### config.mk
export PLATFORM = sky130hd
export DESIGN_NAME = esc_pwm_array
export DESIGN_NICKNAME = d
export VERILOG_FILES = /design/src/rtl/esc_pkg.sv /design/src/rtl/esc_chan.sv /design/src/rtl/esc_pwm_array.sv
export SDC_FILE = /design/constraint.sdc
export NUM_CORES = 1
export LEC_CHECK = 0
export ABC_AREA = 1
export CORE_UTILIZATION = 57
export CTS_CLUSTER_DIAMETER = 120
export DETAILED_ROUTE_END_ITERATION = 12
export DONT_BUFFER_PORTS = 1
export PLACE_DENSITY_LB_ADDON = 0.25
export SLEW_MARGIN = 30
export SYNTH_ARGS = -nofsm -noshare
export SYNTH_HDL_FRONTEND = slang
export SYNTH_SLANG_ARGS = --single-unit
### constraint.sdc
create_clock -name clk -period 4.4 [get_ports clk]
set_input_delay 1.32 -clock clk [delete_from_list [all_inputs] [get_ports clk]]
set_output_delay 1.32 -clock clk [all_outputs]
set_load 0.01 [all_outputs]
### src/rtl/esc_pkg.sv
// rtl/esc_pkg.sv - default ESC timing constants and command saturation helper
package esc_pkg;

  localparam int DEF_MIN_PULSE = 50000;
  localparam int DEF_SCALE     = 3;
  localparam int DEF_WDOG_FRM  = 8;

  function automatic int sat_comp(input int sum, input int max_val);
    if (sum < 0) return 0;
    if (sum > max_val) return max_val;
    return sum;
  endfunction

endpackage

### src/rtl/esc_chan.sv
// rtl/esc_chan.sv - one ESC channel: active command regs, offset saturation, pulse compare
module esc_chan
  import esc_pkg::*;
#(
  parameter int SPD_W     = 11,
  parameter int OFF_W     = 10,
  parameter int PERIOD_W  = 18,
  parameter int MIN_PULSE = DEF_MIN_PULSE,
  parameter int SCALE     = DEF_SCALE
) (
  input  logic                clk,
  input  logic                rst_n,
  input  logic                load,
  input  logic [SPD_W-1:0]    spd_sh,
  input  logic [OFF_W-1:0]    off_sh,
  input  logic                trip,
  input  logic                en,
  input  logic [PERIOD_W-1:0] cnt,
  output logic                pwm
);

  localparam int SUM_W   = SPD_W + 2;
  localparam int SPD_MAX = (1 << SPD_W) - 1;

  logic        [SPD_W-1:0]    spd_act;
  logic signed [OFF_W-1:0]    off_act;
  logic signed [SUM_W-1:0]    sum;
  logic        [SPD_W-1:0]    comp;
  logic        [PERIOD_W-1:0] width;

  always_ff @(posedge clk or negedge rst_n) begin
    if (!rst_n) begin
      spd_act <= '0;
      off_act <= '0;
    end else if (load) begin
      spd_act <= spd_sh;
      off_act <= off_sh;
    end
  end

  // Two guard bits keep the signed sum exact before clamping to the speed range.
  always_comb begin
    sum   = $signed({2'b00, spd_act}) + SUM_W'(off_act);
    comp  = trip ? '0 : SPD_W'(sat_comp(int'(sum), SPD_MAX));
    width = PERIOD_W'(MIN_PULSE + int'(comp) * SCALE);
  end

  always_ff @(posedge clk or negedge rst_n) begin
    if (!rst_n) pwm <= 1'b0;
    else        pwm <= (cnt < width) && en;
  end

endmodule

### src/rtl/esc_pwm_array.sv
// rtl/esc_pwm_array.sv - N-channel ESC pulse generator with frame-aligned updates and watchdog
module esc_pwm_array
  import esc_pkg::*;
#(
  parameter int NUM_CH    = 4,
  parameter int SPD_W     = 11,
  parameter int OFF_W     = 10,
  parameter int PERIOD_W  = 18,
  parameter int MIN_PULSE = DEF_MIN_PULSE,
  parameter int SCALE     = DEF_SCALE,
  parameter int WDOG_FRM  = DEF_WDOG_FRM
) (
  input  logic                    clk,
  input  logic                    rst_n,
  input  logic [NUM_CH*SPD_W-1:0] spd,
  input  logic [NUM_CH*OFF_W-1:0] off,
  input  logic                    spd_vld,
  input  logic                    motors_off,
  output logic [NUM_CH-1:0]       pwm,
  output logic                    frame_strt,
  output logic                    wdog_trip
);

  localparam int WD_W = $clog2(WDOG_FRM + 1);

  if (MIN_PULSE + ((1 << SPD_W) - 1) * SCALE >= (1 << PERIOD_W)) begin : g_width_chk
    $error("esc_pwm_array: maximum pulse width does not fit in the frame");
  end

  logic [PERIOD_W-1:0]     cnt;
  logic                    cnt_zero;
  logic                    pending;
  logic                    kill;
  logic                    load;
  logic                    pwm_en;
  logic [WD_W-1:0]         wd_cnt;
  logic [NUM_CH*SPD_W-1:0] spd_sh;
  logic [NUM_CH*OFF_W-1:0] off_sh;

  assign cnt_zero = (cnt == '0);
  assign load     = cnt_zero && pending;
  // Let the pulse start on the boundary where kill releases, so no runt appears.
  assign pwm_en   = !kill || (cnt_zero && !motors_off);

  always_ff @(posedge clk or negedge rst_n) begin
    if (!rst_n) begin
      cnt        <= '0;
      frame_strt <= 1'b0;
      pending    <= 1'b0;
      spd_sh     <= '0;
      off_sh     <= '0;
      wd_cnt     <= '0;
      wdog_trip  <= 1'b0;
      kill       <= 1'b0;
    end else begin
      cnt        <= cnt + PERIOD_W'(1);
      frame_strt <= cnt_zero;
      if (spd_vld) begin
        spd_sh <= spd;
        off_sh <= off;
      end
      // A capture on the boundary clock survives the clear and loads next frame.
      if (spd_vld)       pending <= 1'b1;
      else if (cnt_zero) pending <= 1'b0;
      if (cnt_zero) begin
        if (pending) begin
          wd_cnt    <= '0;
          wdog_trip <= 1'b0;
        end else begin
          if (wd_cnt != WD_W'(WDOG_FRM)) wd_cnt <= wd_cnt + WD_W'(1);
          if (wd_cnt == WD_W'(WDOG_FRM - 1)) wdog_trip <= 1'b1;
        end
      end
      if (motors_off)    kill <= 1'b1;
      else if (cnt_zero) kill <= 1'b0;
    end
  end

  for (genvar i = 0; i < NUM_CH; i++) begin : g_chan
    esc_chan #(
      .SPD_W    (SPD_W),
      .OFF_W    (OFF_W),
      .PERIOD_W (PERIOD_W),
      .MIN_PULSE(MIN_PULSE),
      .SCALE    (SCALE)
    ) u_chan (
      .clk   (clk),
      .rst_n (rst_n),
      .load  (load),
      .spd_sh(spd_sh[i*SPD_W +: SPD_W]),
      .off_sh(off_sh[i*OFF_W +: OFF_W]),
      .trip  (wdog_trip),
      .en    (pwm_en),
      .cnt   (cnt),
      .pwm   (pwm[i])
    );
  end

endmodule
Word-level counts from Yosys, hierarchy flattened

Cells that the tools add are included.

Bits in registers: 198
Input bits: 88
Output and inout port bits: 6
Logic and storage cells: 99

Add/sub/neg operators: 10
Multiply operators: 4
Order comparisons: 12
Equal/unequal tests: 2
Multiplexer cells: 35
Reduce and logical (&&, ||, !) cells: 16

Operators by type and width:

| operator                                                                          | count |
|---|---|
| 11-bit 2-to-1 mux                                                                 | 16 |
| 17-bit by 18-bit adder with 18-bit output, first input constant                   | 4 |
| 18-bit < comparator                                                               | 4 |
| 12-bit by 10-bit adder with 13-bit output                                         | 4 |
| 13-bit by 12-bit greater-than comparator with 1-bit output, second input constant | 4 |
| 13-bit by 1-bit < comparator with 1-bit output, second input constant             | 4 |
| 11-bit by 2-bit multiplier with 13-bit output, second input constant              | 4 |
| 18-bit by 1-bit adder with 18-bit output, second input constant                   | 1 |
| 18-bit zero test                                                                  | 1 |
| 1-bit 2-to-1 mux                                                                  | 17 |
| 4-bit 2-to-1 mux                                                                  | 2 |
| 2-bit nonzero test                                                                | 4 |
| 1-bit logical AND                                                                 | 6 |
| 4-bit by 1-bit adder with 4-bit output, second input constant                     | 1 |
| 4-bit by 3-bit == test with 1-bit output, second input constant                   | 1 |
| 4-bit != test, second input constant                                              | 1 |
| 2-bit AND reduction                                                               | 2 |
| 1-bit zero test                                                                   | 2 |
| 1-bit logical OR                                                                  | 1 |

Logic depth before layout (Yosys ltp)

Gate-level depths: netlist (run 1).

Depth after elaboration: 11
Depth in mapped cells: 37
Depth with buffers taken out: 37

Hierarchy

From an unflattened synthesis (run 1), not the netlist that was laid out.

Cells, all modules: 1694
Area total of the unflattened synthesis: 14149.8 µm²

By module, submodules not included:

| module                          | times used | cells an instance | area an instance (µm²) | seq. area each (µm²) |
|---|---|---|---|---|
| esc_chan (g_chan[2].u_chan ...) | 2          | 289               | 2336.0                 | 550.5 |
| esc_pwm_array                   | 1          | 540               | 4571.9                 | 2752.6 |
| esc_chan (g_chan[0].u_chan)     | 1          | 288               | 2467.4                 | 550.5 |
| esc_chan (g_chan[1].u_chan)     | 1          | 288               | 2438.6                 | 550.5 |

Least setup slack after synthesis (run 1)

Ideal clock, no wire load.

Path kind: register to register
From: register g_chan[1].u_chan.off_act[0]
To: register g_chan[1].u_chan.pwm
Library setup time: 82 ps
Arrival time: 3957 ps
Setup slack: 361 ps
Cell stages (with the launch flop): 30
Period minus slack after synthesis: 4039 ps
Cell sequence: dfrtp_1 > ha_1 > inv_1 > fa_1 > nand3b_1 > nand2_1 > nand3_2 > nand3_2 > nand2_1 > nand2_2 > nand2_4 > buf_12 > a21oi_1 > ha_1 > inv_1 > o21ai_0 > a221oi_1 > nand3_1 > nand2_1 > nand2_2 > nor2_1 > nand3_2 > nand3_1 > nand2_1 > ha_1 > a21oi_1 > o21ai_0 > nand2_1 > nand3_1 > a31oi_1

Cells in the longest elaborated chain, start to end: 11
Elaborated cells between the ends (all ways): 14
Classes of those cells: add/sub (2); mul (1); order compare (3); mux (7); reduce/logical (1)

Ends and longest elaborated chain:

| what                                                       | line           | source |
|---|---|---|
| start: declaration                                         | esc_chan.sv:26 | `logic signed [OFF_W-1:0] off_act;` |
| start signal: assignment                                   | esc_chan.sv:37 | `off_act <= off_sh;` |
| 12-bit by 10-bit adder with 13-bit output *                | esc_chan.sv:43 | `sum = $signed({2'b00, spd_act}) + SUM_W'(off_act);` |
| 13-bit by 12-bit greater-than comparator with 1-bit output | esc_pkg.sv:10  | `if (sum > max_val) return max_val;` |
| 1-bit 2-to-1 mux (2 in a row)                              | esc_pkg.sv:10  |  |
| 11-bit 2-to-1 mux                                          | esc_pkg.sv:11  | `return sum;` |
| 11-bit 2-to-1 mux *                                        | esc_pkg.sv:10  |  |
| 11-bit 2-to-1 mux *                                        | esc_chan.sv:44 | `comp = trip ? '0 : SPD_W'(sat_comp(int'(sum), SPD_MAX));` |
| 11-bit by 2-bit multiplier with 13-bit output *            | esc_chan.sv:45 | `width = PERIOD_W'(MIN_PULSE + int'(comp) * SCALE);` |
| 17-bit by 18-bit adder with 18-bit output *                | esc_chan.sv:45 |  |
| 18-bit < comparator *                                      | esc_chan.sv:50 | `else pwm <= (cnt < width) && en;` |
| 1-bit logical AND *                                        | esc_chan.sv:50 |  |
| end signal: assignment                                     | esc_chan.sv:50 |  |
| end: declaration                                           | esc_chan.sv:19 | `output logic pwm` |

Every way passes the cells marked *; elsewhere a longest branch is shown, timed or not. The select of a mux whose other input is x is not followed.
A chain may end at the register's enable or synchronous reset.

Final worst setup path (run 1)

From: register g_chan[2].u_chan.spd_act[0]
To: register g_chan[2].u_chan.pwm

Cells in the longest elaborated chain, start to end: 11
Elaborated cells between the ends (all ways): 14
Classes of those cells: add/sub (2); mul (1); order compare (3); mux (7); reduce/logical (1)

Ends and longest elaborated chain:

| what                                                       | line           | source |
|---|---|---|
| start: declaration                                         | esc_chan.sv:25 | `logic [SPD_W-1:0] spd_act;` |
| start signal: assignment                                   | esc_chan.sv:36 | `spd_act <= spd_sh;` |
| 12-bit by 10-bit adder with 13-bit output *                | esc_chan.sv:43 |  |
| 13-bit by 12-bit greater-than comparator with 1-bit output | esc_pkg.sv:10  |  |
| 1-bit 2-to-1 mux (2 in a row)                              | esc_pkg.sv:10  |  |
| 11-bit 2-to-1 mux                                          | esc_pkg.sv:11  |  |
| 11-bit 2-to-1 mux *                                        | esc_pkg.sv:10  |  |
| 11-bit 2-to-1 mux *                                        | esc_chan.sv:44 |  |
| 11-bit by 2-bit multiplier with 13-bit output *            | esc_chan.sv:45 |  |
| 17-bit by 18-bit adder with 18-bit output *                | esc_chan.sv:45 |  |
| 18-bit < comparator *                                      | esc_chan.sv:50 |  |
| 1-bit logical AND *                                        | esc_chan.sv:50 |  |
| end signal: assignment                                     | esc_chan.sv:50 |  |
| end: declaration                                           | esc_chan.sv:19 |  |

Marks and branches as above.

==> impl_metrics.csv, run 1 <==
group,metric,value,unit
placement,dp_hpwl,23030,um
floorplanning,die_w,161.8,um
floorplanning,start_util,57.97,%
detailed_routing,wl_met2,15810,um
worst_setup_path,worstPathArrival,4.85,ns
worst_setup_path,slowest_stage,"dfrtp_1",
worst_setup_path,worstPathRequired,4.75,ns
flow_run,cap_viol_max_count,0,
global_route,grt_overflow_total,0,
worst_setup_path,crit_buf_inv,6,
synthesis,ys.flop_type,"dfrtp_1",
timing,setup_violations,1,
global_route,antenna_found_initial,0,
clocking,cts_max_path_buffers,2,
power,cell_internal_pwr,0.004897,W
timing,rsz0062_at_grt,"yes",
detailed_routing,wl_per_cell,14.90,um
global_route,grt_max_degree,199,
power,swShare,45.05,%
worst_setup_path,cp-end-kind,"register",
timing,slew_headroom,48.43,%
global_route,grt_pass1_vias,11300,
global_route,track_usage,25.11,%
power,power_density,528.7,nW/um^2
power,power_frac_clock,18.3,%
synthesis,syn_nets,2132,
clocking,cts_tree,"built",
timing,fmax,222.1,MHz
clocking,cts-root-buf,"clkbuf_16",
synthesis,synth_edf_count,0,
worst_hold_path,min_path_type,"register to register",
worst_setup_path,crit_family,"simple AND/OR/NAND/NOR gates",
placement,portBuffers,0,
final_layout,final_cell_mix,"nand2_1 (437), inv_1 (235), dfrtp_1 (198), o21ai_0 (161), ha_1 (115)",
worst_setup_path,critPathMaxFanout,7,
detailed_routing,num_vias,12340,
synthesis,syn-instance-count,1896,
synthesis,synth_top_area_share,34.04,%
timing,layout_min_cycle_time,4.502,ns
synthesis,async_flop_share,100.0,%
final_layout,nNetsFinal,2171,
run_status,violations,"setup timing",
detailed_routing,top_layer,"met4",
synthesis,ys_types,49,
worst_setup_path,cpMostUsedCell,"nand2_2",
power,leakagePower,8.615,nW
detailed_routing,drtAntennaViolNets,0,
synthesis,avgSynthCellArea,7.677,sq um
timing,slew_violations,0,
synthesis,seq_area_frac_synth,34.04,%
clocking,worstSkewPairLatency,0.45,ns
placement,dp.cells,2207,
clocking,h-tree-depth,4,
floorplanning,chipHeight,161.8,um
detailed_routing,wl,33930,um
timing,finalCritPeriodShare,102.3,%
floorplanning,dieArea,26180,sq um
timing,finalWorstSetupSlack,-0.1018,ns
worst_setup_path,startpoint_type,"register",
final_layout,n_fill_cell,2103,
power,p_seq_share,22.4,%
power,combPwrFrac,59.3,%
run_status,status,"finished, violations left",
worst_setup_path,ff2ff_path_depth,30,
worst_setup_path,worstSetupPathType,"register to register",
floorplanning,core_area,25110,sq um
timing,hold_viol,0,
placement,routabilityCongestion,0.8904,
final_layout,drive_above_1_share,21.11,%
timing,skew,0.02331,ns
detailed_routing,route.met3.wl,1162,um
timing,whs,0.4698,ns
synthesis,synth_seq_cells,198,
global_route,grt_pass1_wl,53410,um
synthesis,synth_area,14560,sq um
floorplanning,rows,58,
placement,place_area,14940,sq um
synthesis,synth_area_leaders,"dfrtp_1 (34%), ha_1 (12%), nand2_1 (12%)",
worst_setup_path,worst-path-stages,30,
final_layout,syn_to_final_growth,15.79,%
power,peakVddDrop,0.2962,mV
worst_hold_path,whs_path_depth,1,
timing,worst_slew_pin_slew,0.7727,ns
clocking,clock_sinks,198,
synthesis,synth_top_cell_by_area,"dfrtp_1",
clocking,clk_pin_slew,0.08,ns
detailed_routing,remaining_drc_errors,0,
floorplanning,pin_count,94,
final_layout,final_common_cell,"nand2_1",
detailed_routing,dr.pass1.iters,5,
final_layout,final_cell_count_no_fill,2278,
placement,pre_cts_ws,-0.06758,ns
detailed_routing,dr.first_iter.drc_count,623,
final_layout,fin_area,16850,sq um
detailed_routing,vias_per_cell,5.417,
clocking,cts_made_buffers,17,
detailed_routing,met1Wirelength,16340,um
worst_setup_path,slowest_delay,0.38,ns
power,p_sw,0.004014,W
clocking,cts_hold_buf,0,
synthesis,ys_warn_count,0,
## cell usage after synthesis, types with 2 or more instances
| master | number |
|---|---|
| a221oi_1 | 3 |
| o21bai_1 | 7 |
| a21o_1 | 7 |
| clkbuf_1 | 34 |
| nor2_4 | 5 |
| a21oi_1 | 83 |
| o21ai_0 | 172 |
| a31oi_1 | 16 |
| nor2_1 | 75 |
| inv_1 | 254 |
| inv_2 | 13 |
| nand3_2 | 19 |
| nor2_2 | 13 |
| nand2_1 | 480 |
| o21ai_1 | 13 |
| buf_4 | 4 |
| a21oi_2 | 6 |
| ha_1 | 144 |
| nand2_4 | 17 |
| nor3_1 | 12 |
| xor2_2 | 4 |
| fa_1 | 4 |
| a211oi_1 | 6 |
| mux2_2 | 16 |
| nor3_2 | 3 |
| and3_1 | 3 |
| xor2_1 | 61 |
| nand3b_1 | 10 |
| nor4_1 | 2 |
| nand3_1 | 95 |
| nand2b_1 | 2 |
| nand4_1 | 35 |
| dfrtp_1 | 198 |
| xnor2_1 | 18 |
| nand2_2 | 48 |
## per-stage QoR
stage	total power, W	setup TNS (ns)	util (%)
2_1_floorplan	0.005379	0	-
3_3_place_gp	0.005990	0	59.50
5_1_grt	0.009627	-0.9276	67.11
3_5_place_dp	0.006136	-0.1293	59.50
6_report	0.008911	-0.1018	67.12
4_1_cts	0.007889	-0.03823	62.70
## power by group through the flow
stage	Combinational (W)	Sequential, W	Clock [W]
floorplan	0.00337	0.00201	0
global placement	0.00396	0.00203	0
detailed placement	0.00411	0.00203	0
CTS	0.00425	0.00199	0.00164
global route	0.00591	0.00201	0.00171
finish	0.00529	0.00200	0.00163
## logic make-up (layout without fill, tap and decap cells)
logic type	Yosys count	after routing	share of synthesized area (%)
DFF	198	198	34.04
xor gates and xnor gates	83	83	5.201
AOI/OAI and AO/OA	318	318	11.75
buffers and inverters	311	361	8.373
muxes	16	16	1.238
adders and majority gates	148	148	12.93
and+or+nand+nor	822	823	26.47
other	0	1	0
## final timing paths
path	from	to	slack, ns
max	g_chan[2].u_chan.spd_act[0]	g_chan[2].u_chan.pwm	-0.10
min	cnt[17]	cnt[17]	0.47
max reg2reg	g_chan[2].u_chan.spd_act[0]	g_chan[2].u_chan.pwm	-0.10
min reg2reg	cnt[17]	cnt[17]	0.47
max in group asynchronous	rst_n	cnt[7]	3.38
min in group asynchronous	rst_n	g_chan[1].u_chan.spd_act[10]	0.59
## worst reg2reg max path: cells and delay by family (launching register included)
| kind | cells | cell delay (ns) |
|---|---|---|
| AOI/OAI and AO/OA | 7 | 1.06 |
| adders and majority gates | 4 | 1.05 |
| buffers and inverters | 6 | 0.50 |
| DFF | 1 | 0.38 |
| and+or+nand+nor | 13 | 1.42 |
## layer usage
metal	track usage (%)	vias to the layer above
met5	0	-
met4	5.789	0
met3	2.324	46
met2	40.34	248
met1	36.61	5822
li1	-	6224
## flip-flops by register name (all words and copies together) (netlist names)
register / flops
g_chan.u_chan.spd_act: 44
spd_sh: 44
g_chan.u_chan.off_act: 40
off_sh: 40
cnt: 18
g_chan.u_chan.pwm: 4
wd_cnt: 4
frame_strt: 1
kill: 1
pending: 1
wdog_trip: 1
## area by class of cell
cell class,instances,area [sq um],area share (%)
Timing Repair Buffer,58,455.4,2.702
Timing Repair inverter,1,6.256,0.03712
Sequential cell,198,4955,29.40
Antenna cell,1,2.502,0.01485
Inverter,271,1033,6.132
Clock inverter,14,187.7,1.114
Tap cell,330,412.9,2.450
Multi-Input combinational cell,1388,9375,55.63
Clock buffer,17,425.4,2.524
## what timing repair did
| action | CTS | global route |
|---|---|---|
| endpoints found under the hold margin | 0 | 0 |
| setup endpoints to repair | 3 | 4 |
| cloned | 0 | 2 |
| setup buffers | 10 | 27 |
| pin swaps | 18 | 76 |
| resized for setup | 33 | 199 |
No activity file was read; power rests on OpenSTA's default activity.
==> inputs of run 2 (changes only) <==
--- a/config.mk
+++ b/config.mk
@@ -9,7 +9,6 @@
 export CORE_UTILIZATION = 57
 export CTS_CLUSTER_DIAMETER = 120
 export DETAILED_ROUTE_END_ITERATION = 12
-export DONT_BUFFER_PORTS = 1
 export PLACE_DENSITY_LB_ADDON = 0.25
 export SLEW_MARGIN = 30
 export SYNTH_ARGS = -nofsm -noshare
==> impl_metrics.csv, run 2 (synthesized netlist as in run 1, its figures left out) <==
group,metric,value,unit
global_route,grt_pass1_wl,55130,um
placement,portBuffers,93,
floorplanning,dieArea,26180,sq um
global_route,grt_pass1_vias,11788,
clocking,h-tree-depth,4,
worst_hold_path,hold-path-endpoint,"wd_cnt[3]",
power,total_power,0.008860,W
final_layout,nNetsFinal,2264,
worst_hold_path,hp-start,"pending",
worst_setup_path,slowest_stage,"dfrtp_1",
final_layout,n_fill_cell,2028,
global_route,grt_overflow_total,0,
detailed_routing,wl_per_cell,14.53,um
worst_setup_path,r2r-end,"g_chan[2].u_chan.pwm",
timing,setup_violations,1,
clocking,clk_pin_slew,0.09,ns
flow_run,cap_viol_max_count,0,
detailed_routing,drtAntennaViolNets,0,
power,power_density,499.6,nW/um^2
run_status,status,"finished, violations left",
final_layout,diodes,0,
worst_setup_path,worstPathRequired,4.76,ns
clocking,cts_made_buffers,17,
timing,slew_violations,0,
clocking,cts_tree,"built",
timing,finalWorstSetupSlack,-0.04385,ns
floorplanning,chipHeight,161.8,um
worst_hold_path,whs_path_depth,1,
global_route,grt_max_degree,137,
timing,layout_min_cycle_time,4.444,ns
clocking,cts_hold_buf,0,
final_layout,largestRegisters,"g_chan.u_chan.spd_act (44), spd_sh (44)",
timing,rsz0062_at_grt,"yes",
timing,finalCritPeriodShare,101.0,%
detailed_routing,wl,34440,um
worst_setup_path,cp-end-kind,"register",
global_route,antenna_found_initial,0,
detailed_routing,num_vias,12663,
power,leakagePower,8.947,nW
clocking,cts_max_path_buffers,2,
floorplanning,pin_count,94,
run_status,violations,"setup timing",
worst_setup_path,cpMostUsedCell,"nand2_2",
final_layout,drive_above_1_share,19.95,%
detailed_routing,dr.first_iter.drc_count,729,
worst_setup_path,r2r-start,"g_chan[2].u_chan.spd_act[0]",
global_route,track_usage,25.88,%
final_layout,final_common_cell,"nand2_1",
clocking,worstSkewPairLatency,0.44,ns
worst_setup_path,worstSetupPathType,"register to register",
detailed_routing,vias_per_cell,5.343,
final_layout,syn_to_final_growth,21.83,%
timing,skew,0.01083,ns
worst_setup_path,critPathMaxFanout,7,
worst_setup_path,worstPathArrival,4.80,ns
timing,hold_viol,0,
detailed_routing,remaining_drc_errors,0,
worst_setup_path,ff2ff_path_depth,36,
worst_hold_path,min_path_type,"register to register",
floorplanning,core_area,25110,sq um
worst_setup_path,slowest_delay,0.38,ns
placement,dp_hpwl,24080,um
floorplanning,rows,58,
detailed_routing,dr.pass1.iters,5,
clocking,clock_sinks,198,
floorplanning,start_util,57.97,%
timing,fmax,225.0,MHz
worst_setup_path,startpoint_type,"register",
floorplanning,die_w,161.8,um
placement,routabilityCongestion,0.9040,
placement,pre_cts_ws,-0.1336,ns
timing,worst_slew_pin_slew,0.8134,ns
worst_setup_path,rrSetupSlack,-0.04,ns
final_layout,final_cell_mix,"nand2_1 (439), inv_1 (233), dfrtp_1 (198), o21ai_0 (162), ha_1 (113)",
clocking,cts-root-buf,"clkbuf_16",
power,peakVddDrop,0.3584,mV
timing,slew_headroom,45.78,%
run 2: changes by cell type in the layout (fill, tap and decap cells not counted), moves of 4 or more:
cell,before,now
nand2_4,24,20
clkdlybuf4s50_1,0,91
a21oi_1,54,58
nor2_2,16,21
run 2: worst max-delay path by stage:
stage	from	end	slack (ns)	cells after the start
2_1_floorplan	g_chan[1].u_chan.off_act[0]	g_chan[1].u_chan.pwm	0.36	29
3_3_place_gp	g_chan[0].u_chan.spd_act[0]	g_chan[0].u_chan.pwm	-0.03	29
3_5_place_dp	g_chan[0].u_chan.off_act[0]	g_chan[0].u_chan.pwm	-0.13	29
4_1_cts	g_chan[0].u_chan.off_act[0]	g_chan[0].u_chan.pwm	0.002	30
5_1_grt	g_chan[2].u_chan.spd_act[0]	g_chan[2].u_chan.pwm	-0.47	36
6_report	g_chan[2].u_chan.spd_act[0]	g_chan[2].u_chan.pwm	-0.04	36
run 2: report_power, final:
part	internal (W)	leakage [nW]	switching [W]
sequential	0.00194	2.36	0.0000609
combinational	0.00216	6.30	0.00309
clock	0.000774	0.292	0.000842
total	0.00487	8.95	0.00399
run 2: metrics by stage:
stage	cells	util [%]	hold WS, ns	TNS (ns)	instance area, sq um
floorplan	1896	-	0.4312	0	14560
global placement	2297	63.27	0.4533	-0.03164	15890
detailed placement	2297	63.29	0.4576	-0.2280	15890
CTS	2336	66.31	0.4683	0	16650
global route	2370	70.62	0.4914	-1.042	17730
finish	2370	70.62	0.4692	-0.04385	17730
run 2: final cells by class:
| cell class | instances | area, sq um | area share [%] |
|---|---|---|---|
| Clock buffer | 17 | 425.4 | 2.399 |
| Clock inverter | 14 | 180.2 | 1.016 |
| Inverter | 271 | 1041 | 5.870 |
| Multi-Input combinational cell | 1387 | 9283 | 52.35 |
| Sequential cell | 198 | 4955 | 27.94 |
| Tap cell | 330 | 412.9 | 2.328 |
| Timing Repair Buffer | 153 | 1436 | 8.100 |
run 2: timing repair:
action | in CTS | in global routing
setup endpoints to repair | 3 | 4
buffers inserted | 8 | 35
pin swaps | 5 | 94
resized for setup | 23 | 201
run 2: routing by layer:
layer,track usage (%),vias to the layer above,part of all wire (%)
met1,36.83,5951,48
met4,5.317,0,1.2
met2,42.51,241,48
met5,0,-,0
met3,2.886,40,3.4
li1,-,6431,-
run 2: worst max-delay path: cells and delay by family (launching register included):
kind                     cells  cell delay (ns)
AO/OA/AOI/OAI                4             0.79
AND/OR/NAND/NOR             22             1.85
flip-flops                   1             0.38
adder cells (fa/ha/maj)      5             1.10
buffers and inverters        5             0.23
